[src/rtl/fifo_wr_arbiter_if.sv]
// Producer-side and FIFO-side signals of the round-robin write arbiter.
// The arbiter takes the slave modport and the environment takes the master.
interface fifo_wr_arbiter_if #(
   parameter int num_req = 4,
   parameter int width   = 8
);
   localparam int OW = (num_req > 1) ? $clog2(num_req) : 1;

   logic [num_req-1:0]       req_i;
   logic [num_req*width-1:0] data_i;
   logic [num_req-1:0]       ack_o;
   logic [width-1:0]         fifo_din_o;
   logic                     fifo_wr_en_o;
   logic                     fifo_full_i;
   logic [OW-1:0]            owner_o;
   logic                     busy_o;

   modport slave (
      input  req_i, data_i, fifo_full_i,
      output ack_o, fifo_din_o, fifo_wr_en_o, owner_o, busy_o
   );

   modport master (
      output req_i, data_i, fifo_full_i,
      input  ack_o, fifo_din_o, fifo_wr_en_o, owner_o, busy_o
   );
endinterface

[src/rtl/fifo_wr_arbiter.sv]
// Round-robin burst arbiter sharing one FIFO write port among num_req producers.
// Each owner keeps the port for up to max_burst beats; every release costs one bubble cycle.
module fifo_wr_arbiter #(
   parameter int num_req   = 4,
   parameter int width     = 8,
   parameter int max_burst = 4
) (
   input  logic              clk_i,
   input  logic              reset_i,
   fifo_wr_arbiter_if.slave  bus
);
   localparam int OW = (num_req > 1) ? $clog2(num_req) : 1;
   localparam int CW = $clog2(max_burst + 1);

   typedef enum logic {S_IDLE, S_BURST} state_t;

   state_t        r_state, w_state_nxt;
   logic [OW-1:0] r_rr, w_rr_nxt;
   logic [OW-1:0] r_owner, w_owner_nxt;
   logic [CW-1:0] r_count, w_count_nxt;
   logic [OW-1:0] w_sel;
   logic [OW-1:0] w_found_idx;
   logic          w_found;
   logic          w_acc;
   logic          w_owner_req;
   int            w_idx;

   // The +1 wraps at num_req, which need not be a power of two.
   function automatic logic [OW-1:0] inc_wrap(input logic [OW-1:0] v);
      if (int'(v) == num_req - 1) return '0;
      return v + 1'b1;
   endfunction

   // First requester at or after the round-robin pointer.
   always_comb begin
      w_found     = 1'b0;
      w_found_idx = '0;
      w_idx       = 0;
      for (int i = 0; i < num_req; i++) begin
         w_idx = int'(r_rr) + i;
         if (w_idx >= num_req) w_idx = w_idx - num_req;
         if (!w_found && bus.req_i[OW'(w_idx)]) begin
            w_found     = 1'b1;
            w_found_idx = OW'(w_idx);
         end
      end
   end

   assign w_owner_req = bus.req_i[r_owner];

   always_comb begin
      w_state_nxt = r_state;
      w_rr_nxt    = r_rr;
      w_owner_nxt = r_owner;
      w_count_nxt = r_count;
      w_sel       = r_owner;
      w_acc       = 1'b0;
      if (!reset_i) begin
         case (r_state)
            S_IDLE: begin
               w_sel = w_found_idx;
               if (w_found && !bus.fifo_full_i) begin
                  w_acc       = 1'b1;
                  w_owner_nxt = w_found_idx;
                  w_count_nxt = CW'(1);
                  if (max_burst == 1) w_rr_nxt = inc_wrap(w_found_idx);
                  else                w_state_nxt = S_BURST;
               end
            end
            S_BURST: begin
               if (w_owner_req && !bus.fifo_full_i && (r_count < CW'(max_burst))) begin
                  w_acc       = 1'b1;
                  w_count_nxt = r_count + 1'b1;
               end else if (!w_owner_req || (r_count == CW'(max_burst))) begin
                  // Release takes a bubble; the next grant is arbitrated from IDLE.
                  w_rr_nxt    = inc_wrap(r_owner);
                  w_count_nxt = '0;
                  w_state_nxt = S_IDLE;
               end
            end
            default: w_state_nxt = S_IDLE;
         endcase
      end
   end

   always_ff @(posedge clk_i) begin
      if (reset_i) begin
         r_state <= S_IDLE;
         r_rr    <= '0;
         r_owner <= '0;
         r_count <= '0;
      end else begin
         r_state <= w_state_nxt;
         r_rr    <= w_rr_nxt;
         r_owner <= w_owner_nxt;
         r_count <= w_count_nxt;
      end
   end

   always_comb begin
      bus.ack_o = '0;
      if (w_acc) bus.ack_o[w_sel] = 1'b1;
   end

   assign bus.fifo_wr_en_o = w_acc;
   assign bus.fifo_din_o   = (w_acc || (!reset_i && r_state == S_BURST)) ?
                             bus.data_i[w_sel*width +: width] : '0;
   assign bus.owner_o      = reset_i ? '0 : r_owner;
   assign bus.busy_o       = !reset_i && (r_state == S_BURST);
endmodule
[src/flat_wrapper.sv]
// flat-port wrapper written by rule: the top's interface ports become plain ports
module fifo_wr_arbiter_flat 
#(
   parameter int num_req   = 4,
   parameter int width     = 8,
   parameter int max_burst = 4
)
  (clk_i, reset_i, bus_req_i, bus_data_i, bus_fifo_full_i, bus_ack_o, bus_fifo_din_o, bus_fifo_wr_en_o, bus_owner_o, bus_busy_o);
  fifo_wr_arbiter_if #(.num_req(num_req), .width(width)) bus_i ();
  input  logic clk_i;
  input  logic reset_i;
  input wire logic [$bits(bus_i.req_i)-1:0] bus_req_i;
  input wire logic [$bits(bus_i.data_i)-1:0] bus_data_i;
  input wire logic [$bits(bus_i.fifo_full_i)-1:0] bus_fifo_full_i;
  output wire logic [$bits(bus_i.ack_o)-1:0] bus_ack_o;
  output wire logic [$bits(bus_i.fifo_din_o)-1:0] bus_fifo_din_o;
  output wire logic [$bits(bus_i.fifo_wr_en_o)-1:0] bus_fifo_wr_en_o;
  output wire logic [$bits(bus_i.owner_o)-1:0] bus_owner_o;
  output wire logic [$bits(bus_i.busy_o)-1:0] bus_busy_o;
  assign bus_i.req_i = bus_req_i;
  assign bus_i.data_i = bus_data_i;
  assign bus_i.fifo_full_i = bus_fifo_full_i;
  assign bus_ack_o = bus_i.ack_o;
  assign bus_fifo_din_o = bus_i.fifo_din_o;
  assign bus_fifo_wr_en_o = bus_i.fifo_wr_en_o;
  assign bus_owner_o = bus_i.owner_o;
  assign bus_busy_o = bus_i.busy_o;
  fifo_wr_arbiter #(.num_req(num_req), .width(width), .max_burst(max_burst)) u_core (.clk_i(clk_i), .reset_i(reset_i), .bus(bus_i));
endmodule
[config.mk]
export PLATFORM = sky130hd
export DESIGN_NAME = fifo_wr_arbiter_flat
export DESIGN_NICKNAME = d
export VERILOG_FILES = /design/src/rtl/fifo_wr_arbiter_if.sv /design/src/rtl/fifo_wr_arbiter.sv /design/src/flat_wrapper.sv
export SDC_FILE = /design/constraint.sdc
export NUM_CORES = 1
export LEC_CHECK = 0
export CORE_MARGIN = 4
export CORE_UTILIZATION = 40
export CTS_CLUSTER_SIZE = 14
export DETAILED_ROUTE_END_ITERATION = 16
export PLACE_DENSITY_LB_ADDON = 0.25
export SETUP_SLACK_MARGIN = 0.15
export SLEW_MARGIN = 15
export SYNTH_ARGS = -nofsm -noshare
export SYNTH_HDL_FRONTEND = slang
export SYNTH_SLANG_ARGS = --single-unit
[constraint.sdc]
create_clock -name clk_i -period 6.9 [get_ports clk_i]
set_input_delay 1.38 -clock clk_i [delete_from_list [all_inputs] [get_ports clk_i]]
set_output_delay 1.38 -clock clk_i [all_outputs]
set_load 0.01 [all_outputs]
# Word level (Yosys, flattened, before mapping)
# Cells that the tools add are included.
# Widths: inputs -> output; s select.
[classes]
muxes = 51
n_lt_le_gt_ge = 12
bitwise = 2
n_reduce_logical = 19
eq_ne = 4
add_sub_neg = 9
shift = 1
[ops]
columns = ["cell", "count"]
rows = [
  ["$shiftx 32x6->8", 1],
  ["$mux 2", 13],
  ["$mux 1", 24],
  ["$lt 2x4->1 const B", 4],
  ["$bmux 1 s2", 5],
  ["$ge 3x3->1 const B", 3],
  ["$mux 3", 3],
  ["$logic_and 1x1->1", 8],
  ["$mux 8", 1],
  ["$sub 2x1->2 const B", 4],
  ["$add 2x2->3 const B", 2],
  ["$logic_not 1->1", 6],
  ["$lt 2x3->1 const B", 2],
  ["$pmux 3 s2", 1],
  ["$mux 4", 1],
  ["$pmux 1 s2", 2],
  ["$reduce_and 2->1", 2],
  ["$add 2x1->3 const B", 1],
  ["$add 3x1->3 const B", 1],
  ["$eq 3x3->1 const B", 1],
  ["$ge 2x3->1 const B", 1],
  ["$lt 3x3->1 const B", 1],
  ["$ne 3x3->1 const B", 1],
  ["$reduce_and 3->1", 1],
  ["7 further kinds", 9],
]
[word_totals]
in_bits = 39
output_inout_bits = 16
regBits = 8

# Longest topological paths before layout
# Gate-level depths: netlist of the first run.
[depth]
word_depth = 22
mapped_depth = 9
mapped_depth_nobuf = 7

# Worst setup path before layout of the first run
# Ideal clock, no wire load.
[synth_timing]
path_type = "input-to-output"
from = "input port reset_i"
to = "output port bus_fifo_din_o[6]"
t_required_ns = 5.520
slack_ns = 2.712
path_stages = 9
arrival_time_ns = 2.808
path_cell_list = "buf_6 -> or2_0 -> buf_2 -> a311o_1 -> o311ai_1 -> buf_6 -> buf_12 -> mux2i_1 -> o22ai_2"
[synth_via]
elab_chain_cells = 4
elab_cells_between_ends = 7
[synth_rtl]
columns = ["item", "line_no", "text"]
rows = [
  ["from (decl)", "flat_wrapper.sv:11", "input logic reset_i;"],
  ["parallel branches: the longest is 3 deep, another holds $shiftx 32x6->8", "-", ""],
  ["$mux 8 *", "fifo_wr_arbiter.sv:106", "assign bus.fifo_din_o = (w_acc || (!reset_i && r_state == S_BURST)) ?"],
  ["to (decl)", "flat_wrapper.sv:16", "output wire logic [$bits(bus_i.fifo_din_o)-1:0] bus_fifo_din_o;"],
]
# Every way passes the cells marked *.

# Worst setup path after layout of the first run
[layout_timing]
from = "input port reset_i"
to = "output port bus_fifo_din_o[5]"
# Same word-level chain as after synthesis.

==> metrics.md, run 1 <==
| Metric | Value |
|---|---|
| # diodes | `0` |
| Clk_lat worst skew | `0.26 ns` |
| Post-CTS setup buffers | `0` |
| Fmax | `170 MHz` |
| CTS tree | `built` |
| Vias in the first global route | `873` |
| Prevailing post-synth register cell | `dfxtp_1` |
| Fin Hold WS | `0.499 ns` |
| Max-slew headroom | `28.5%` |
| Residual DRC | `0` |
| Int Power | `0.120 mW` |
| Pwr/cell area | `124 mW/mm2` |
| TNS Setup | `0 ns` |
| Synth area leaders | `mux2i_1 20%, dfxtp_1 18%, nor2_1 5.9%, o22ai_1 4.9%, ha_1 4.2%` |
| Initial Util | `43.5%` |
| Combinational power share | `49.2%` |
| Sw frac | `32.6%` |
| Post-CTS Hold Fix Bufs | `0` |
| Post-synth cell types | `36` |
| Final non-filler cell total | `188` |
| Vias | `1020` |
| HPWL Detailed | `2360 um` |
| Via/cell ratio | `5.43` |
| TritonCTS buffer count | `3` |
| Root Driver | `clkbuf_4` |
| CP arrival | `4.49 ns` |
| HP Class | `register to register` |
| TritonRoute pass-1 iters | `4` |
| Seq/Total Area, Yosys | `18.0%` |
| Post-cts sizing count | `0` |
| Global routing met3 resource utilization | `6.97%` |
| Worst-case clock buffer depth | `2` |
| Flop pwr share | `29.6%` |
| Fin crit share | `85.0%` |
| Fraction of registers with async set/reset | `0%` |
| Total track usage | `19.4%` |
| Crit. End Element | `output port` |
| Cell Area, Placed | `0.00142 mm2` |
| Most used routing layer | `met2` |
| Post-DR wirelength/cell | `15.5 um` |
| Seq cells post-synth | `8` |
| Yosys top cell area share | `20.3%` |
| Share of layout cells above drive strength 1 | `4.97%` |
| EDFF count, synth | `0` |
| Yosys warnings | `0` |
| Worst-path fanout max | `18` |
| Peak supply drop | `0.133 mV` |
| Cell count after synthesis | `112` |
| Cell Count Post-Placement | `185` |
| Critical Path RT | `5.52 ns` |
| Hold Violations, Final | `0` |
| Leading area contributor after synthesis | `mux2i_1` |
| Die X | `55.1 um` |
| Worst-margin pin slew | `1.07 ns` |
| Fin Clk Skew | `0.00184 ns` |
| M1 GR Usage | `25.6%` |
| Clock network fraction of total power | `21.1%` |
| Synth Net Count | `154` |
| Reg clk slew, reported paths | `0.06 ns` |
| Grt ovf | `0` |
| Core ar. | `0.00204 mm2` |
| Final-stage net count | `205` |
| Sink Count | `8` |
| Area of the mapped netlist | `888 um2` |
| Slew Limit Fails | `0` |
| RSZ-0062 raised after global routing | `false` |
| Initial DRC count | `17` |
| Fin crit period | `5.87 ns` |
| PnR Total Power | `0.178 mW` |
| Commonest cells post-synth | `18 x mux2i_1, 14 x nor2_1, 9 x nand2_1` |
| Die ar. | `0.00304 mm2` |
| Most common cell in the netlist | `mux2i_1` |
| Area grow syn2layout | `61.8%` |
| Final WL | `2910 um` |
| PortBufs | `54` |
| Lkg Pwr | `0.589 nW` |
| CP startpoint kind | `input port` |
| Post-route ant nets | `0` |
| Endpoints failing setup | `0` |
| RD Place Congestion | `0.898` |
| First-pass GRT wire length | `4110 um` |
| Max-cap violation count | `0` |
| Row cnt | `16` |
| Largest net degree at the start of global routing | `19` |
| NetSw | `0.0579 mW` |
| CP Class | `input port to output port` |
| Initial antenna violation count | `0` |
| Final instance area | `0.00144 mm2` |
| I/O Pins | `55` |
| Outcome | `complete, no violations` |
| Met2 GRT Util | `29.7%` |
| Avg Inst Size Synth | `7.93 um2` |
| Die Y | `55.1 um` |
| H-tree Lvls | `1` |
==> metrics by stage <==
step | utilization (%) | setup slack, ns
finish | 70.4 | 1.03
global route | 70.4 | 0.859
CTS | 70.4 | 1.06
detailed placement | 69.3 | 1.06
global placement | 69.3 | 1.20
floorplan | - | 2.71
==> layout by cell type (no fill, tap or decap), types with 2 or more instances in the layout <==
cell type / count
nand2_1: 9
nor2_1: 14
nor3_1: 3
ha_1: 3
inv_1: 5
mux2i_1: 18
clkbuf_4: 3
o221ai_1: 2
dfxtp_1: 8
a21oi_1: 4
nand3_1: 3
or3_1: 2
nor2b_1: 5
clkdlybuf4s50_1: 54
o22ai_1: 7
a22oi_1: 3
==> path summary, 6_finish.rpt <==
check	from	end	slack (ns)	cells past startpoint
worst max-delay path	reset_i	bus_fifo_din_o[5]	1.03	6
worst min-delay path	u_core.r_count[1]$_SDFFE_PP0P_	u_core.r_count[1]$_SDFFE_PP0P_	0.50	2
worst max register to register	u_core.r_owner[0]$_SDFFE_PP0P_	u_core.r_count[2]$_SDFFE_PP0P_	4.94	5
worst min register to register	u_core.r_count[1]$_SDFFE_PP0P_	u_core.r_count[1]$_SDFFE_PP0P_	0.50	2
==> sequential cells by signal, summed over array words and instances, names as in the netlist <==
register / flops
u_core.r_rr: 2
u_core.r_count: 3
u_core.r_state: 1
u_core.r_owner: 2
==> power groups by stage <==
stage	registers (mW)	clock network (mW)	logic [mW]
2_1_floorplan	0.0512	0	0.0499
3_3_place_gp	0.0533	0	0.0846
4_1_cts	0.0525	0.0379	0.0875
6_report	0.0526	0.0376	0.0874
5_1_grt	0.0533	0.0405	0.0944
3_5_place_dp	0.0536	0	0.0872
==> logic make-up after synthesis <==
logic type | Yosys count | synth area share [%]
compound gates | 27 | 22.8
fa+ha+maj | 3 | 4.23
simple gates | 42 | 22.7
flops | 8 | 18.0
buf+inv | 13 | 9.44
mux | 19 | 22.8
==> routing by layer <==
layer / wire [um] / vias up
met2: 1380 / 44
met4: 51 / 0
met1: 1250 / 456
li1: - / 514
met3: 231 / 6
met5: 0 / -
==> critical path: stages <==
cell	delay [ns]
clkdlybuf4s50_1	0.70
or2_0	0.46
o311ai_4	0.95
mux2i_1	0.18
o22ai_1	0.22
clkdlybuf4s50_1	0.59
==> layout make-up <==
type | count | area, um2
Clock buffer | 3 | 22.5
Sequential cell | 8 | 160
Fill cell | 177 | 604
Timing Repair Buffer | 54 | 541
Multi-Input combinational cell | 91 | 662
Inverter | 5 | 18.8
Tap cell | 27 | 33.8
No activity file was read; power rests on OpenSTA's default activity.
==> run 2, diff against run 1 <==
--- a/config.mk
+++ b/config.mk
@@ -9,6 +9,7 @@
 export CORE_UTILIZATION = 40
 export CTS_CLUSTER_SIZE = 14
 export DETAILED_ROUTE_END_ITERATION = 16
+export MAX_ROUTING_LAYER = met4
 export PLACE_DENSITY_LB_ADDON = 0.25
 export SETUP_SLACK_MARGIN = 0.15
 export SLEW_MARGIN = 15
==> run 2 against run 1 <==
Against the previous run:
- clock-buffer cell count stayed put
- maximum frequency hardly changed
- die area stayed put
- clock power hardly changed
- setup slack better by 0.0011 ns
- via count is 0.78% lower
- critical path depth stayed put
- non-clock buffer count stayed put
==> metrics.md, run 2 (synthesized netlist as in run 1, its figures left out) <==
| Metric | Value |
|---|---|
| Outcome | `complete, no violations (unchanged)` |
| Worst-margin pin slew | `1.07 ns (about the same)` |
| Number of buffers and inverters on the critical path | `2 (unchanged)` |
| Slew Limit Fails | `0 (unchanged)` |
| RD Place Congestion | `0.913 (was 0.898)` |
| Hold path endpoint | `u_core.r_count[1]$_SDFFE_PP0P_ (unchanged)` |
| Grt ovf | `0 (unchanged)` |
| Post-CTS Hold Fix Bufs | `0 (unchanged)` |
| Row cnt | `16 (unchanged)` |
| CP startpoint kind | `input port (unchanged)` |
| Total track usage | `20.1% (was 19.4%)` |
| Peak supply drop | `0.133 mV (about the same)` |
| CP arrival | `4.49 ns (about the same)` |
| Final-stage net count | `205 (unchanged)` |
| Worst path max stage delay | `0.95 ns (about the same)` |
| RR Startpoint | `u_core.r_owner[0]$_SDFFE_PP0P_ (unchanged)` |
| HP Class | `register to register (unchanged)` |
| Initial Util | `43.5% (unchanged)` |
| CTS tree | `built (unchanged)` |
| Post-CTS setup buffers | `0 (unchanged)` |
| Most frequent cells in the layout | `54 x clkdlybuf4s50_1, 18 x mux2i_1, 14 x nor2_1 (unchanged)` |
| Critical Path RT | `5.52 ns (about the same)` |
| Post-route ant nets | `0 (unchanged)` |
| First-pass GRT wire length | `4150 um (was 4110 um)` |
| Post-cts sizing count | `0 (unchanged)` |
| I/O Pins | `55 (unchanged)` |
| Final WL | `2940 um (was 2910 um)` |
| Commonest non-fill, non-tap cell in the layout | `clkdlybuf4s50_1 (unchanged)` |
| Area grow syn2layout | `61.8% (unchanged)` |
| Largest net degree at the start of global routing | `19 (unchanged)` |
| CP Class | `input port to output port (unchanged)` |
| Die ar. | `0.00304 mm2 (unchanged)` |
| Initial antenna violation count | `0 (unchanged)` |
| Crit path max-delay family | `buffers and inverters (unchanged)` |
| Min-delay src | `u_core.r_count[1]$_SDFFE_PP0P_ (unchanged)` |
| Top Registers | `u_core.r_count (3), u_core.r_owner (2), u_core.r_rr (2) (unchanged)` |
| Root Driver | `clkbuf_4 (unchanged)` |
| Crit. End Element | `output port (unchanged)` |
| Finished Core Util | `70.4% (unchanged)` |
| Worst-path fanout max | `18 (unchanged)` |
| Initial DRC count | `18 (was 17)` |
| Internal reg-to-reg setup slack | `4.94 ns (about the same)` |
| Max reg flops | `3 (unchanged)` |
| Hold Violations, Final | `0 (unchanged)` |
| Via/cell ratio | `5.38 (was 5.43)` |
| Pwr/cell area | `124 mW/mm2 (about the same)` |
| Vias in the first global route | `866 (was 873)` |
| Clk_lat worst skew | `0.26 ns (about the same)` |
| Fmax | `170 MHz (about the same)` |
| Fin crit period | `5.87 ns (about the same)` |
| # diodes | `0 (unchanged)` |
| Max stage delay cell, worst path | `o311ai_4 (unchanged)` |
| Endpoints failing setup | `0 (unchanged)` |
| Fin crit share | `85.0% (about the same)` |
| TNS Setup | `0 ns (unchanged)` |
| Lkg Pwr | `0.589 nW (unchanged)` |
| Cell breakdown of the critical path | `clkdlybuf4s50_1 > or2_0 > o311ai_4 > mux2i_1 > o22ai_1 > clkdlybuf4s50_1 (unchanged)` |
| PortBufs | `54 (unchanged)` |
| Reg clk slew, reported paths | `0.06 ns (about the same)` |
| Post-DR wirelength/cell | `15.6 um (was 15.5 um)` |
| Hold Path Stages | `2 (unchanged)` |
| Share of layout cells above drive strength 1 | `4.97% (unchanged)` |
| Fin Clk Skew | `0.00242 ns (was 0.00184 ns)` |
| Die X | `55.1 um (unchanged)` |
| Register bank with the most flops | `u_core.r_count (unchanged)` |
| RSZ-0062 raised after global routing | `false (unchanged)` |
| H-tree Lvls | `1 (unchanged)` |
| Vias | `1012 (was 1020)` |
| Fin Hold WS | `0.499 ns (about the same)` |
| Critical R2R Capture | `u_core.r_count[2]$_SDFFE_PP0P_ (unchanged)` |
| Residual DRC | `0 (unchanged)` |
| Most used cell, CP | `clkdlybuf4s50_1 (unchanged)` |
| Reg2reg path depth | `5 (unchanged)` |
| Die Y | `55.1 um (unchanged)` |
| Core ar. | `0.00204 mm2 (unchanged)` |
| TritonRoute pass-1 iters | `4 (unchanged)` |
| Sink Count | `8 (unchanged)` |
| Max-slew headroom | `28.8% (was 28.5%)` |
| TritonCTS buffer count | `3 (unchanged)` |
| HPWL Detailed | `2360 um (unchanged)` |
| Worst-case clock buffer depth | `2 (unchanged)` |
| Max-cap violation count | `0 (unchanged)` |
-- run 2: stage by stage --
| stage | power [mW] | cells | setup slack [ns] | cell area (um2) |
|---|---|---|---|---|
| 6_report | 0.178 | 188 | 1.03 | 1440 |
| 5_1_grt | 0.188 | 188 | 0.870 | 1440 |
| 4_1_cts | 0.178 | 188 | 1.06 | 1440 |
| 3_5_place_dp | 0.141 | 185 | 1.06 | 1420 |
| 3_3_place_gp | 0.138 | 185 | 1.20 | 1420 |
| 2_1_floorplan | 0.101 | 112 | 2.71 | 888 |
-- run 2: final cells by class --
type	instances	area, um2
Clock buffer	3	22.5
Fill cell	177	604
Inverter	5	18.8
Multi-Input combinational cell	91	662
Sequential cell	8	160
Tap cell	27	33.8
Timing Repair Buffer	54	541
-- run 2: per-layer routing --
layer | wire (um) | vias up | track usage, %
met1 | 1290 | 455 | 25.7
li1 | - | 514 | -
met2 | 1410 | 39 | 30.7
met4 | 30 | 0 | 3.64
met3 | 205 | 4 | 7.24
met5 | 0 | - | -
-- run 2: worst register-to-register path: cells and delay by family, from the launching register on --
kind            cells  cell delay (ns)
mux                 1             0.61
flops               1             0.49
compound gates      2             0.57
simple gates        2             0.16
-- run 2: worst max path at each step --
stage          startpoint                 to  slack, ns  depth (start not counted)
3_3_place_gp      reset_i  bus_fifo_din_o[5]       1.20                          6
4_1_cts           reset_i  bus_fifo_din_o[5]       1.06                          6
5_1_grt           reset_i  bus_fifo_din_o[5]       0.87                          6
2_1_floorplan     reset_i  bus_fifo_din_o[6]       2.71                          9
3_5_place_dp      reset_i  bus_fifo_din_o[5]       1.06                          6
6_report          reset_i  bus_fifo_din_o[5]       1.03                          6
-- run 2: power breakdown --
group	switching, mW	internal (mW)
clock network	0.0174	0.0200
logic	0.0366	0.0510
registers	0.00395	0.0487
